<file path="src/rtl/div_pkg.sv">
// Shared definitions for the sequential restoring divider.
// Holds the widths, the iteration count and the controller state encoding.
package div_pkg;

    localparam int WIDTH = 8;
    localparam int ITER  = 8;

    typedef enum logic [2:0] {
        IDLE  = 3'd0,
        INIT  = 3'd1,
        SHIFT = 3'd2,
        TRIAL = 3'd3,
        HOLD  = 3'd4
    } state_t;

endpackage

</file>
<file path="src/rtl/div_trial_sub.sv">
// Trial subtraction for one restoring-division step.
// Produces R minus the zero-extended divisor and a flag for R >= D.
module div_trial_sub #(
    parameter int WIDTH = 8
) (
    input  logic [WIDTH:0]   r,
    input  logic [WIDTH-1:0] d,
    output logic [WIDTH:0]   diff,
    output logic             ge
);

    assign diff = r - {1'b0, d};
    assign ge   = (r >= {1'b0, d});

endmodule

</file>
<file path="src/rtl/seq_divider.sv">
// Multi-cycle unsigned restoring divider: one shift and one trial cycle per quotient bit.
// The divisor is loaded ahead of time with calb; run latches the dividend and starts.
module seq_divider
    import div_pkg::*;
#(
    parameter int WIDTH = div_pkg::WIDTH
) (
    input  logic             clk,
    input  logic             reset,
    input  logic             run,
    input  logic             calb,
    input  logic [WIDTH-1:0] din,
    output logic [WIDTH-1:0] quotient,
    output logic [WIDTH-1:0] remainder,
    output logic [WIDTH-1:0] divisor,
    output logic             busy,
    output logic             done,
    output logic             div_by_zero
);

    localparam int CNT_W = $clog2(ITER);
    localparam logic [CNT_W-1:0] LAST_CNT = CNT_W'(ITER - 1);

    state_t             state, state_next;
    logic [WIDTH-1:0]   q, q_next;
    logic [WIDTH:0]     r, r_next;
    logic [WIDTH-1:0]   d, d_next;
    logic [CNT_W-1:0]   cnt, cnt_next;
    logic               dbz, dbz_next;
    logic [WIDTH:0]     diff;
    logic               ge;

    div_trial_sub #(.WIDTH(WIDTH)) u_trial (
        .r    (r),
        .d    (d),
        .diff (diff),
        .ge   (ge)
    );

    always_ff @(posedge clk or posedge reset) begin
        if (reset) begin
            state <= IDLE;
            q     <= '0;
            r     <= '0;
            d     <= '0;
            cnt   <= '0;
            dbz   <= 1'b0;
        end else begin
            state <= state_next;
            q     <= q_next;
            r     <= r_next;
            d     <= d_next;
            cnt   <= cnt_next;
            dbz   <= dbz_next;
        end
    end

    // A zero divisor takes no special path: every trial succeeds, giving all-ones Q and R = dividend.
    always_comb begin
        state_next = state;
        q_next     = q;
        r_next     = r;
        d_next     = d;
        cnt_next   = cnt;
        dbz_next   = dbz;
        case (state)
            IDLE: begin
                if (run) begin
                    state_next = INIT;
                end else if (calb) begin
                    d_next = din;
                end
            end
            INIT: begin
                q_next     = din;
                r_next     = '0;
                cnt_next   = '0;
                dbz_next   = (d == '0);
                state_next = SHIFT;
            end
            SHIFT: begin
                r_next     = {r[WIDTH-1:0], q[WIDTH-1]};
                q_next     = {q[WIDTH-2:0], 1'b0};
                state_next = TRIAL;
            end
            TRIAL: begin
                if (ge) begin
                    r_next    = diff;
                    q_next[0] = 1'b1;
                end
                if (cnt == LAST_CNT) begin
                    state_next = HOLD;
                end else begin
                    cnt_next   = cnt + 1'b1;
                    state_next = SHIFT;
                end
            end
            HOLD: begin
                if (!run) begin
                    state_next = IDLE;
                end
            end
            default: state_next = IDLE;
        endcase
    end

    always_comb begin
        busy = 1'b0;
        done = 1'b0;
        case (state)
            INIT, SHIFT, TRIAL: busy = 1'b1;
            HOLD:               done = 1'b1;
            default:            ;
        endcase
    end

    assign quotient    = q;
    assign remainder   = r[WIDTH-1:0];
    assign divisor     = d;
    assign div_by_zero = dbz;

endmodule

</file>
<file path="config.mk">
export PLATFORM = sky130hd
export DESIGN_NAME = seq_divider
export DESIGN_NICKNAME = d
export VERILOG_FILES = /design/src/rtl/div_pkg.sv /design/src/rtl/div_trial_sub.sv /design/src/rtl/seq_divider.sv
export SDC_FILE = /design/constraint.sdc
export NUM_CORES = 1
export LEC_CHECK = 0
export ABC_AREA = 1
export CORE_ASPECT_RATIO = 0.6
export CORE_MARGIN = 2
export CORE_UTILIZATION = 54
export CTS_BUF_LIST = sky130_fd_sc_hd__clkbuf_2 sky130_fd_sc_hd__clkbuf_4 sky130_fd_sc_hd__clkbuf_8
export DETAILED_ROUTE_END_ITERATION = 12
export GPL_TIMING_DRIVEN = 0
export HOLD_SLACK_MARGIN = 0.05
export PLACE_DENSITY = 0.94
export SLEW_MARGIN = 30
export SYNTH_ARGS = -nofsm -noshare
export SYNTH_HDL_FRONTEND = slang
export SYNTH_SLANG_ARGS = --single-unit
</file>
<file path="constraint.sdc">
create_clock -name clk -period 2.46 [get_ports clk]
set_clock_uncertainty 0.05 [all_clocks]
set_input_delay 0.369 -clock clk [delete_from_list [all_inputs] [get_ports clk]]
set_output_delay 0.369 -clock clk [all_outputs]
set_load 0.01 [all_outputs]
</file>
==> results_dict.tcl <==
set metrics [dict create \
    maxSlewViolCount 0 \
    antenna_found_initial 0 \
    core_area_um2 3701 \
    place_hpwl_um 4438 \
    io_pins 39 \
    fin_total_pwr_w 0.003964 \
    drtIter0Drc 254 \
    use_met2_pct 44.88 \
    cap_violations 0 \
    start_kind "flip-flop" \
    yosys_warnings 0 \
    num-nets-final 348 \
    fp.dieArea_um2 4439 \
    fin_ws_ps 198.9 \
    cpPeakStageDelay_ps 630 \
    regArea_um2 800.8 \
    critPathMaxFanout 7 \
    worst_pin_slew_ps 656.8 \
    routedWlPerCell_um 15.66 \
    slew_headroom_pct 56.15 \
    peakVddDrop_uv 813.9 \
    htreeDepth 2 \
    hold_viol 0 \
    cp-end-kind "primary output" \
    multi_input_area_um2 1062 \
    cts_hold_buf 0 \
    cts_resized 0 \
    clock_path_buffers 2 \
    grt_first_pass_wirelength_um 9666 \
    die_w_um 84.69 \
    row_count 17 \
    crit_arrival_ps 1840 \
    yosysTopAreaCellShare_pct 37.96 \
    gp_congestion 0.9469 \
    final.setup.tns_ps 0 \
    cts_buffers 5 \
    synth_area_leader_cell "dfrtp_1" \
    cts_tree "built" \
    finalCritPeriodShare_pct 91.91 \
    first_global_vias 1951 \
    synthTopCellsByArea "dfrtp_1 38%, nand2_1 17%, ha_1 5.9%" \
    ys_types 32 \
    ant_nets 0 \
    powerDensity_nw_per_um2 1490 \
    vias 2144 \
    syn2layout_area_growth_pct 26.10 \
    fill_cells 290 \
    required_ps 2040 \
    yosysSeqAreaShare_pct 37.96 \
    avgSynthCellArea_um2 7.534 \
    use_met3_pct 6.929 \
    setup_viol 0 \
    grt_max_degree 33 \
    numPortBuffers 38 \
    syn_area_um2 2110 \
    min_period_ps 2261 \
    p_leak_nw 1.358 \
    busiest_layer "met2" \
    rsz0062_at_grt "false" \
    holdCritPathClass "in2async" \
    use_met1_pct 40.14 \
    postCtsSetupBuffers 0 \
    die_height_um 52.42 \
    diodes 0 \
    clk_latency_ps 300 \
    remaining_drc_errors 0 \
    status "finished clean" \
    cts_sinks 32 \
    ys_ff_latch 32 \
    vias_per_cell 5.748 \
    initial_core_util_pct 57.00 \
    clk_pin_slew_ps 70 \
    grt_usage_pct 28.87 \
    final_cell_mix "93 x nand2_1, 38 x clkdlybuf4s50_1, 32 x inv_1, 32 x dfrtp_1, 20 x nand3_1" \
    slowest_stage "clkdlybuf4s50_1" \
    drt-total-wl_um 5841 \
    gr-total-overflow 0 \
    syn_inst 280 \
    layout_commonest_cell "nand2_1" \
    max_freq_mhz 442.3 \
    path_class "reg2out" \
    cts-root-buf "clkbuf_8" \
    dp_slack_ps 482.6 \
    layout-drive-gt1-share_pct 12.88 \
    synth_nets 303 \
    crit_path_cell_trace "nor2_1, nor2_2, clkdlybuf4s50_1" \
    drt-pass1-iter-count 6 \
]
final timing paths:
check                           startpoint     endpoint  slack (ps)  cells past startpoint
max in group asynchronous            reset  quotient[0]        1480                      2
worst min-delay path                 reset       cnt[0]         450                      2
min in group clk                    cnt[1]       cnt[1]         450                      2
worst min register to register      cnt[1]       cnt[1]         450                      2
worst max register to register        r[0]         r[6]         450                     13
worst max-delay path              state[0]         busy         200                      3
critical path: cells and delay by family, from the launching register on:
family / cells / cell delay [ps]
simple gates: 2 / 470
buf+inv: 1 / 630
flops: 1 / 450
cell type report:
class                      instances  area share [%]
multi-input combinational        198           39.93
sequential                        32           30.10
timing repair buffer              38           14.30
inverter                          40           5.833
buffer                            10           3.434
clock buffer                       6           2.869
tap                               47           2.211
clock inverter                     2           1.317
Yosys cell counts:
| cell | number |
|---|---|
| nand2_1 | 93 |
| inv_1 | 33 |
| dfrtp_1 | 32 |
| nand3_1 | 20 |
| nor2_1 | 19 |
| a21oi_1 | 11 |
| ha_1 | 10 |
| buf_4 | 8 |
| o21ai_0 | 8 |
| inv_2 | 6 |
| o21ai_1 | 5 |
| nand2_4 | 4 |
| o211ai_1 | 4 |
| nand3b_1 | 3 |
| o22ai_1 | 3 |
| nand2_2 | 2 |
| nand3_4 | 2 |
| nand4_1 | 2 |
| nor2_4 | 2 |
| a21oi_2 | 1 |
| a22o_1 | 1 |
| buf_12 | 1 |
| buf_6 | 1 |
| fa_1 | 1 |
| inv_6 | 1 |
| nand3_2 | 1 |
| nor2_2 | 1 |
| nor3_1 | 1 |
| nor3_4 | 1 |
| o21ai_2 | 1 |
| o31ai_1 | 1 |
| or2_2 | 1 |
layer usage:
| layer | part of all wire (%) | vias up |
|---|---|---|
| met5 | 0 | - |
| met4 | 1.6 | 0 |
| met3 | 11 | 17 |
| met2 | 45 | 143 |
| met1 | 42 | 1009 |
| li1 | - | 975 |
where the power goes:
part | switching [W] | total (W) | internal [W] | leakage, nW
sequential | 0.000214 | 0.000964 | 0.000750 | 0.401
clock | 0.000213 | 0.000525 | 0.000312 | 0.0586
combinational | 0.00147 | 0.00248 | 0.00101 | 0.899
registers in the layout, summed over array words and instances (netlist names):
signal and flops:
divisor 8, div_by_zero 1, state 3, r 9, cnt 3, quotient 8
metrics by stage:
| step | hold slack (ps) | utilization [%] | cell area [µm²] | cells |
|---|---|---|---|---|
| final | 445.8 | 71.87 | 2660 | 373 |
| after global routing | 471.4 | 71.87 | 2660 | 373 |
| after CTS | 450.1 | 71.87 | 2660 | 373 |
| after detailed placement | 434.8 | 68.86 | 2549 | 365 |
| after global placement | 426.2 | 68.86 | 2549 | 365 |
| after floorplan | 407.0 | - | 2110 | 280 |
kinds of logic after synthesis:
logic type,share of synthesized area [%]
and+or+nand+nor,33.87
DFF,37.96
adders and majority gates,6.880
buffers and inverters,11.68
AOI/OAI and AO/OA,9.609
Note: power is estimated with default switching activity, not from simulation.
